File: config.mk
export PLATFORM = sky130hd
export DESIGN_NAME = async_mem_wb_master
export DESIGN_NICKNAME = d
export VERILOG_FILES = /design/src/rtl/async_mem_wb_master.sv
export SDC_FILE = /design/constraint.sdc
export NUM_CORES = 1
export LEC_CHECK = 0
export BUFFER_PORTS_ARGS = -buffer_cell sky130_fd_sc_hd__clkbuf_2
export CAP_MARGIN = 20
export CORE_UTILIZATION = 53
export DETAILED_ROUTE_END_ITERATION = 8
export PLACE_DENSITY = 0.85
export SLEW_MARGIN = 20
export SYNTH_ARGS = -nofsm -noshare
export SYNTH_HDL_FRONTEND = slang
export SYNTH_SLANG_ARGS = --single-unit
File: constraint.sdc
create_clock -name clk_i -period 4.9 [get_ports clk_i]
set_clock_uncertainty 0.1 [all_clocks]
set_input_delay 0 -clock clk_i [delete_from_list [all_inputs] [get_ports clk_i]]
set_output_delay 0 -clock clk_i [all_outputs]
set_load 0.03 [all_outputs]
File: src/rtl/async_mem_wb_master.sv
`default_nettype none
// ============================================================================
// Module : async_mem_wb_master
// Bridges an asynchronous SRAM-style host bus onto single classic Wishbone
// master cycles, stalling the host through mem_wait_n until the cycle resolves.
// Rev    : 1.0  initial release
// ============================================================================
module async_mem_wb_master #(
  parameter int DWIDTH      = 32,
  parameter int AWIDTH      = 8,
  parameter int SYNC_STAGES = 2,
  parameter int TIMEOUT     = 255,
  parameter int MAX_RETRY   = 3
) (
  input  logic                clk_i,
  input  logic                rst_i,
  input  logic                mem_ce_n,
  input  logic                mem_oe_n,
  input  logic                mem_we_n,
  input  logic [DWIDTH/8-1:0] mem_be_n,
  input  logic [AWIDTH-1:0]   mem_a,
  input  logic [DWIDTH-1:0]   mem_d_i,
  output logic [DWIDTH-1:0]   mem_d_o,
  output logic                mem_d_oe,
  output logic                mem_wait_n,
  output logic [AWIDTH-1:0]   adr_o,
  output logic [DWIDTH-1:0]   dat_o,
  input  logic [DWIDTH-1:0]   dat_i,
  output logic [DWIDTH/8-1:0] sel_o,
  output logic                we_o,
  output logic                cyc_o,
  output logic                stb_o,
  input  logic                ack_i,
  input  logic                err_i,
  input  logic                rty_i,
  output logic                bus_err_o
);

  localparam int c_TW = $clog2(TIMEOUT + 1);
  localparam int c_RW = (MAX_RETRY < 1) ? 1 : $clog2(MAX_RETRY + 1);

  localparam logic [2:0] c_IDLE      = 3'd0;
  localparam logic [2:0] c_LAUNCH    = 3'd1;
  localparam logic [2:0] c_WAIT_ACK  = 3'd2;
  localparam logic [2:0] c_RETRY_GAP = 3'd3;
  localparam logic [2:0] c_DONE      = 3'd4;

  logic [SYNC_STAGES-1:0] r_ce_sync, r_oe_sync, r_we_sync;
  logic [2:0]             r_state, w_state_nxt;
  logic [c_TW-1:0]        r_tmo;
  logic [c_RW-1:0]        r_retry;
  logic                   w_ce_s, w_oe_s, w_we_s;
  logic                   w_wr_req, w_rd_req, w_req;
  logic                   w_can_retry, w_tmo_hit, w_fail, w_retry;

  // Strobes idle high so the synchronisers reset to "deasserted".
  always_ff @(posedge clk_i or negedge rst_i) begin
    if (!rst_i) begin
      r_ce_sync <= '1;
      r_oe_sync <= '1;
      r_we_sync <= '1;
    end else begin
      r_ce_sync <= {r_ce_sync[SYNC_STAGES-2:0], mem_ce_n};
      r_oe_sync <= {r_oe_sync[SYNC_STAGES-2:0], mem_oe_n};
      r_we_sync <= {r_we_sync[SYNC_STAGES-2:0], mem_we_n};
    end
  end

  assign w_ce_s   = r_ce_sync[SYNC_STAGES-1];
  assign w_oe_s   = r_oe_sync[SYNC_STAGES-1];
  assign w_we_s   = r_we_sync[SYNC_STAGES-1];
  assign w_wr_req = ~w_ce_s & ~w_we_s;
  assign w_rd_req = ~w_ce_s & ~w_oe_s & w_we_s;
  assign w_req    = w_wr_req | w_rd_req;

  // Resolution priority: ack > err > rty > timeout; exhausted retries count as errors.
  assign w_can_retry = (r_retry < c_RW'(MAX_RETRY));
  assign w_tmo_hit   = (r_tmo == c_TW'(TIMEOUT - 1));
  assign w_fail      = ~ack_i & (err_i | (rty_i & ~w_can_retry) | (~rty_i & w_tmo_hit));
  assign w_retry     = ~ack_i & ~err_i & rty_i & w_can_retry;

  always_ff @(posedge clk_i or negedge rst_i) begin
    if (!rst_i) r_state <= c_IDLE;
    else        r_state <= w_state_nxt;
  end

  always_comb begin
    w_state_nxt = r_state;
    case (r_state)
      c_IDLE:      if (w_req) w_state_nxt = c_LAUNCH;
      c_LAUNCH:    w_state_nxt = c_WAIT_ACK;
      c_WAIT_ACK: begin
        if (ack_i || w_fail) w_state_nxt = c_DONE;
        else if (w_retry)    w_state_nxt = c_RETRY_GAP;
      end
      c_RETRY_GAP: w_state_nxt = c_LAUNCH;
      c_DONE:      if (w_ce_s || (w_oe_s && w_we_s)) w_state_nxt = c_IDLE;
      default:     w_state_nxt = c_IDLE;
    endcase
  end

  always_comb begin
    cyc_o      = 1'b0;
    stb_o      = 1'b0;
    mem_wait_n = 1'b1;
    mem_d_oe   = 1'b0;
    case (r_state)
      c_IDLE:                mem_wait_n = ~w_req;
      c_LAUNCH, c_RETRY_GAP: mem_wait_n = 1'b0;
      c_WAIT_ACK: begin
        cyc_o      = 1'b1;
        stb_o      = 1'b1;
        mem_wait_n = 1'b0;
      end
      c_DONE:                mem_d_oe = ~we_o & ~w_ce_s & ~w_oe_s;
      default: ;
    endcase
  end

  // Host address/data/byte-enables are quasi-static and latched once at launch.
  always_ff @(posedge clk_i or negedge rst_i) begin
    if (!rst_i) begin
      adr_o     <= '0;
      dat_o     <= '0;
      sel_o     <= '0;
      we_o      <= 1'b0;
      mem_d_o   <= '0;
      bus_err_o <= 1'b0;
      r_tmo     <= '0;
      r_retry   <= '0;
    end else begin
      case (r_state)
        c_IDLE: if (w_req) begin
          adr_o   <= mem_a;
          dat_o   <= mem_d_i;
          sel_o   <= ~mem_be_n;
          we_o    <= w_wr_req;
          r_retry <= '0;
        end
        c_LAUNCH: r_tmo <= '0;
        c_WAIT_ACK: begin
          r_tmo <= r_tmo + 1'b1;
          if (ack_i) begin
            if (!we_o) mem_d_o <= dat_i;
          end else if (w_fail) begin
            bus_err_o <= 1'b1;
            if (!we_o) mem_d_o <= '1;
          end else if (w_retry) begin
            r_retry <= r_retry + 1'b1;
          end
        end
        default: ;
      endcase
    end
  end

endmodule
`default_nettype wire

Word level (Yosys, flattened, before mapping)
Cells that the tools add are included.

storage, ports and cells
  bits in registers = 97
  bits of input ports = 84

cells by class
  add/sub/neg operators = 2
  order comparisons = 1
  equal/unequal tests = 13
  muxes and demuxes = 18
  bitwise logic cells = 24
  reductions and logical operators = 13

operator list
  operator               count
  $mux W32               4
  $pmux W8 S2            1
  $pmux W3 S5            1
  $ne A2 B2 Y1 const B   7
  $mux W3                4
  $and A1 B1 Y1          11
  $not A1 Y1             9
  $add A8 B1 Y8 const B  1
  $eq A8 B8 Y1 const B   1
  $mux W2                4
  $eq A3 B2 Y1 const B   2
  $reduce_and A3 Y1      2
  $reduce_bool A2 Y1     3
  $reduce_and A5 Y1      1
  $not A4 Y4             1
  $pmux W2 S2            1
  $reduce_and A4 Y1      1
  $eq A3 B1 Y1 const B   1
  $eq A3 B3 Y1 const B   1
  $logic_not A3 Y1       1
  $ne A3 B3 Y1 const B   1
  $or A1 B1 Y1           3
  $reduce_or A3 Y1       1
  $add A2 B1 Y2 const B  1
  6 further kinds        8

Depth between registers and ports, before layout
Gate-level depths: netlist of run 1.

  depth in word-level cells = 9
  depth in mapped cells = 7

Worst setup path before layout of run 1
OpenSTA, ideal clock, no wires.

  kind = flip-flop to flip-flop
  start point = register r_state[0]
  end point = register adr_o[0]
  setup time = 0.125 ns
  data arrival time = 1.739 ns
  required time = 4.675 ns
  setup slack = 2.936 ns
  cell stages (with the launch flop) = 8
  period minus slack after synthesis = 1.964 ns
  cell sequence = dfrtp_1 -> buf_6 -> or3_1 -> buf_2 -> or2_1 -> buf_6 -> buf_6 -> mux2_4

on the way
  longest elaborated chain between the ends = 2

ends and longest elaborated chain
  element                      RTL line  text
  start: declaration           49        logic [2:0] r_state, w_state_nxt;
  start signal: assignment     83        if (!rst_i) r_state <= c_IDLE;
  start signal: assignment     84        else r_state <= w_state_nxt;
  $logic_not A3 Y1             132       case (r_state)
  $reduce_and A2 Y1 (no line)  --
  end signal: assignment       134       adr_o <= mem_a;
  end: declaration             26        output logic [AWIDTH-1:0] adr_o,

No other way between the ends.
A chain may end at the register's enable or synchronous reset.

Worst setup path after layout of run 1
  start point = register r_tmo[0]
  end point = register bus_err_o

on the way
  longest elaborated chain between the ends = 5

ends and longest elaborated chain
  element                      RTL line  text
  start: declaration           50        logic [c_TW-1:0] r_tmo;
  start signal: assignment     142       r_tmo <= r_tmo + 1'b1;
  $eq A8 B8 Y1                 78        assign w_tmo_hit = (r_tmo == c_TW'(TIMEOUT - 1));
  $and A1 B1 Y1                79        assign w_fail = ~ack_i & (err_i | (rty_i & ~w_can_retry) | (~rty_i & w_tmo_hit));
  $or A1 B1 Y1                 79
  $and A1 B1 Y1                79
  $reduce_and A3 Y1 (no line)  --
  end signal: assignment       128       bus_err_o <= 1'b0;
  end signal: assignment       146       bus_err_o <= 1'b1;
  end: declaration             36        output logic bus_err_o

No other way between the ends.

==> impl_metrics.toml, run 1 <==
[power]
p_leak_nw = 3.15
pwr-share-seq_pct = 37.1
swShare_pct = 45.3
power_mw = 3.95
p_clk_share_pct = 12.9
internal_power_mw = 2.16
pwr-share-comb_pct = 50.0
switching_power_mw = 1.79
ir_drop_mv = 0.482
powerDensity_nw_per_um2 = 631

[layout]
finalNetCount = 634
syn2layout_area_growth_pct = 43.2
final_common_cell = "clkbuf_2"
diodes = 0
multi_input_area_um2 = 1770
nFillCells = 437
seqCellArea_um2 = 2430
drive_gt1_share_pct = 49.5
layout_common_cells = "clkbuf_2, dfrtp_1, dlygate4sd3_1"

[floorplanning]
initial_core_util_pct = 55.7
ios = 166
die_h_um = 92.8
die_w_um = 92.8
core.rowCount = 32
core_um2 = 7850
dieArea_um2 = 8610

[cts]
clk_path_buf_depth = 2
cts_max_level = 3
cts_tree = "done"
cts_resized = 0
clkTransAtPathRegs_ps = 110
clock_sinks = 97
cts_buffers = 9
clock_latency_ps = 360
cts-root-buf = "clkbuf_8"

[sta]
tns_ps = 0
setup_viol = 0
hold_viol_final = 0
grt_setup_unrepaired = "false"
max-slew-margin-rel_pct = 27.7
min_period_ps = 2510
max_freq_mhz = 399
maxSlewViolCount = 0
post-route-period-util_pct = 51.2
worst_slew_pin_slew_ps = 1080

[yosys]
syn_inst = 312
synth_area_per_cell_um2 = 14.0
yosys_warnings = 0
syn_nets = 399
synthArstFlopShare_pct = 100
ys_types = 40
ys_seq_area_share_pct = 55.7
ys_ff_latch = 97
synth_edf_count = 0
synth_top_flop_cell = "dfrtp_1"
syn_area_um2 = 4370

[detailed_routing]
met3_length_um = 917
wl_met1_mm = 5.47
routed_wl_mm = 13.5
drtAntennaViolNets = 0
drtIter0Drc = 397
detail_route.vias_per_cell = 5.89
drc = 0
met2_length_mm = 6.80
top_layer = "met4"
wl_per_cell_um = 20.6
first_pass_iters = 5
num_vias = 3853

[global_route]
grt_max_degree = 82
overflow = 0
grt_pass1_wl_mm = 20.8
grt_pass1_vias = 3920
antenna_found_initial = 0
grt_use_total_pct = 31.7

[job]
drv_cap = 0

[placed_design]
gp_congestion = 0.782
post-dp-hpwl_mm = 7.17
port_buffers = 165

[status]
outcome = "complete, no violations"

[setup_path]
critPathCaptureType = "flip-flop"
critPathLaunchType = "flip-flop"
critPathRequiredTime_ps = 5100
crit_type = "reg2reg"
cp_max_fo = 34
worstPathArrival_ps = 2710

[hold_path]
hold_class = "in2reg"
==> cells by family (layout without fill, tap and decap cells) <==
kind of cell | after synthesis | count (layout) | share of synthesized area [%]
mux | 44 | 44 | 14.3
fa+ha+maj | 3 | 3 | 0.859
compound gates | 103 | 103 | 20.3
buf+inv | 33 | 273 | 4.01
simple gates | 32 | 32 | 4.78
flops | 97 | 97 | 55.7
==> stage by stage <==
| step | area (um^2) | hold WS, ps | utilization, % | std cells | setup WS [ps] |
|---|---|---|---|---|---|
| after global placement | 5190 | -232 | 66.2 | 553 | 2280 |
| after detailed placement | 5200 | -227 | 66.2 | 553 | 2160 |
| after CTS | 6230 | 42.3 | 79.3 | 653 | 2150 |
| after global routing | 6260 | 101 | 79.7 | 654 | 2220 |
| after floorplan | 4370 | -396 | - | 312 | 2940 |
| final | 6260 | 81.9 | 79.7 | 654 | 2390 |
==> worst paths after layout <==
check | slack (ps) | cells past startpoint | endpoint | from
setup / recovery | 2390 | 6 | bus_err_o | r_tmo[0]
hold / removal | 80 | 4 | r_retry[0] | rty_i
setup reg to reg | 2390 | 6 | bus_err_o | r_tmo[0]
hold reg to reg | 260 | 0 | r_ce_sync[1] | r_ce_sync[0]
max in group asynchronous | 3550 | 3 | mem_d_o[10] | rst_i
min in group asynchronous | 120 | 3 | mem_d_o[1] | rst_i
==> critical path, stage by stage, from the launching register on <==
cell and delay [ps]:
dfrtp_1 430, inv_1 100, ha_1 150, and4b_2 690
a221oi_1 160, o31ai_1 240, dlygate4sd3_1 580
==> cell type report <==
type / count / share of cell area (%)
Inverter: 4 / 0.240
Timing Repair Buffer: 253 / 27.5
Multi-Input combinational cell: 182 / 28.3
Clock buffer: 10 / 2.20
Tap cell: 102 / 2.04
Sequential cell: 97 / 38.9
Clock inverter: 6 / 0.800
==> cell usage after synthesis (4+ instances only) <==
library cell	count	share of area (%)
dfrtp_1	91	52
a211o_1	33	6.6
nand2_1	7	0.60
inv_1	4	0.34
dfstp_2	6	3.6
buf_6	6	1.5
o221a_2	32	8.2
o21ai_0	19	2.2
mux2_2	6	1.5
a21o_1	5	0.86
mux2_4	35	12
clkbuf_1	20	1.7
==> layer usage <==
metal,vias to the layer above,track usage (%)
met1,1919,41.1
met5,-,0
li1,1682,-
met4,0,8.97
met3,27,5.67
met2,225,54.4
==> state kept, by name, indices dropped and copies added, names as in the netlist <==
register and cells:
dat_o 32, mem_d_o 32, adr_o 8, r_tmo 8, sel_o 4, r_state 3, r_ce_sync 2, r_oe_sync 2
r_retry 2, r_we_sync 2, bus_err_o 1, we_o 1
==> power groups by stage <==
stage	clock network [mW]	registers (mW)	logic, mW
CTS	0.508	1.43	1.93
global placement	0	1.41	1.82
detailed placement	0	1.43	1.88
floorplan	0	1.95	0.841
global route	0.549	1.50	2.07
finish	0.508	1.46	1.97
==> timing repair <==
action	in CTS	in global routing
setup endpoints to repair	0	0
hold buffers	84	0
hold endpoints to repair	97	0
setup buffers	0	0
Note: power is estimated with default switching activity, not from simulation.
==> run 2: changes to the inputs <==
--- a/config.mk
+++ b/config.mk
@@ -7,9 +7,9 @@
 export LEC_CHECK = 0
 export BUFFER_PORTS_ARGS = -buffer_cell sky130_fd_sc_hd__clkbuf_2
 export CAP_MARGIN = 20
-export CORE_UTILIZATION = 53
+export CORE_UTILIZATION = 49
 export DETAILED_ROUTE_END_ITERATION = 8
-export PLACE_DENSITY = 0.85
+export PLACE_DENSITY = 0.8
 export SLEW_MARGIN = 20
 export SYNTH_ARGS = -nofsm -noshare
 export SYNTH_HDL_FRONTEND = slang
==> constraint.sdc (replaced) <==
create_clock -name clk_i -period 2.4 [get_ports clk_i]
set_clock_uncertainty 0.1 [all_clocks]
set_input_delay 0 -clock clk_i [delete_from_list [all_inputs] [get_ports clk_i]]
set_output_delay 0 -clock clk_i [all_outputs]
set_load 0.03 [all_outputs]
==> impl_metrics.toml, run 2 (same netlist as run 1, synthesis figures left out) <==
[sta]
max-slew-margin-rel_pct = 48.4
tns_ps = 0
hold_viol_final = 0
worst_slew_pin_slew_ps = 763
min_period_ps = 2240
max_freq_mhz = 445
worst_slack_ps = 155
post-route-period-util_pct = 93.5
setup_viol = 0
maxSlewViolCount = 0
grt_setup_unrepaired = "false"

[detailed_routing]
detail_route.vias_per_cell = 5.55
drtIter0Drc = 170
wl_per_cell_um = 17.8
drtAntennaViolNets = 0
routed_wl_mm = 11.9
first_pass_iters = 4
drc = 0
num_vias = 3689

[cts]
cts_buffers = 9
cts-root-buf = "clkbuf_8"
clk_path_buf_depth = 2
cts_max_level = 3
clock_latency_ps = 360
clock_sinks = 97
cts_tree = "done"
clkTransAtPathRegs_ps = 100

[setup_path]
worstPathArrival_ps = 2400
r2r_setup_slack_ps = 160
crit_chain = "inv_1 -> ha_1 -> and4b_1 -> buf_4 -> a221oi_1 -> o31ai_1 -> dlygate4sd3_1"
critPathLaunchType = "flip-flop"
r2r_cells = 7
startpoint = "r_tmo[0]"
crit_family = "buffers and inverters"
crit_type = "reg2reg"
max_stage_delay_ps = 550
worst_path_max_delay_cell = "dlygate4sd3_1"
critPathCaptureType = "flip-flop"
reg2reg_from = "r_tmo[0]"
r2r_end = "bus_err_o"
critPathRequiredTime_ps = 2550
cp_max_fo = 16
crit_buf_inv = 3

[layout]
diodes = 0
syn2layout_area_growth_pct = 44.9
top_regs = "dat_o x32, mem_d_o x32"
layout_common_cells = "clkbuf_2, dfrtp_1, dlygate4sd3_1"
drive_gt1_share_pct = 49.6
finalNetCount = 639
final_common_cell = "clkbuf_2"

[job]
drv_cap = 0

[power]
ir_drop_mv = 0.929
powerDensity_nw_per_um2 = 1270
power_mw = 8.06
p_leak_nw = 3.20

[global_route]
grt_pass1_wl_mm = 18.3
grt_pass1_vias = 3767
grt_use_total_pct = 26.3
antenna_found_initial = 0
grt_max_degree = 53
overflow = 0

[floorplanning]
ios = 166
die_w_um = 96.4
initial_core_util_pct = 50.3
core_um2 = 8680
dieArea_um2 = 9300
die_h_um = 96.4
core.rowCount = 34

[status]
outcome = "complete, no violations"

[hold_path]
hold_class = "in2async"

[placed_design]
port_buffers = 165
gp_congestion = 0.778
pre_cts_ws_ps = 294
post-dp-hpwl_mm = 7.07
## run 2: worst reg2reg max path: cells and delay by family (launching register included)
kind | cells | cell delay [ps]
adder cells (fa/ha/maj) | 1 | 200
buffers and inverters | 3 | 850
flip-flops | 1 | 420
AND/OR/NAND/NOR | 1 | 210
AO/OA/AOI/OAI | 2 | 360
## run 2: metal layers
layer | GRT usage, % | share of wire, %
met3 | 6.34 | 5.6
met4 | 9.68 | 2.1
met2 | 43.0 | 49
met5 | 0 | 0
met1 | 34.2 | 44
## run 2: metrics by stage
| stage | hold slack (ps) | area, um^2 | instances | util (%) |
|---|---|---|---|---|
| 2_1_floorplan | -396 | 4370 | 312 | - |
| 3_3_place_gp | -72.1 | 5290 | 566 | 61.0 |
| 3_5_place_dp | -60.2 | 5290 | 566 | 61.0 |
| 4_1_cts | 104 | 6330 | 665 | 73.0 |
| 5_1_grt | 128 | 6330 | 665 | 73.0 |
| 6_report | 89.2 | 6330 | 665 | 73.0 |
## run 2: worst max path at each step
stage | end | slack (ps) | cells after the start
4_1_cts | bus_err_o | 150 | 7
3_5_place_dp | dat_o[30] | 290 | 4
3_3_place_gp | dat_o[9] | 340 | 4
5_1_grt | bus_err_o | 20 | 7
6_report | bus_err_o | 160 | 7
2_1_floorplan | adr_o[0] | 440 | 7
## run 2: repair_timing
item,in CTS,in global routing
gates resized for setup,0,0
hold endpoints to repair,144,0
hold buffers,83,0
buffers inserted,0,0
## run 2: where the power goes
| part | switching [mW] | leakage (nW) | internal [mW] |
|---|---|---|---|
| Combinational | 2.37 | 1.89 | 1.69 |
| Sequential | 0.556 | 1.20 | 2.32 |
| Clock | 0.616 | 0.108 | 0.506 |
## run 2: layout make-up
class                           instances  area [um^2]
Clock buffer                            9          124
Clock inverter                          7         83.8
Fill cell                             592         2350
Inverter                                4         15.0
Multi-Input combinational cell        182         1770
Sequential cell                        97         2430
Tap cell                              108          135
Timing Repair Buffer                  258         1770
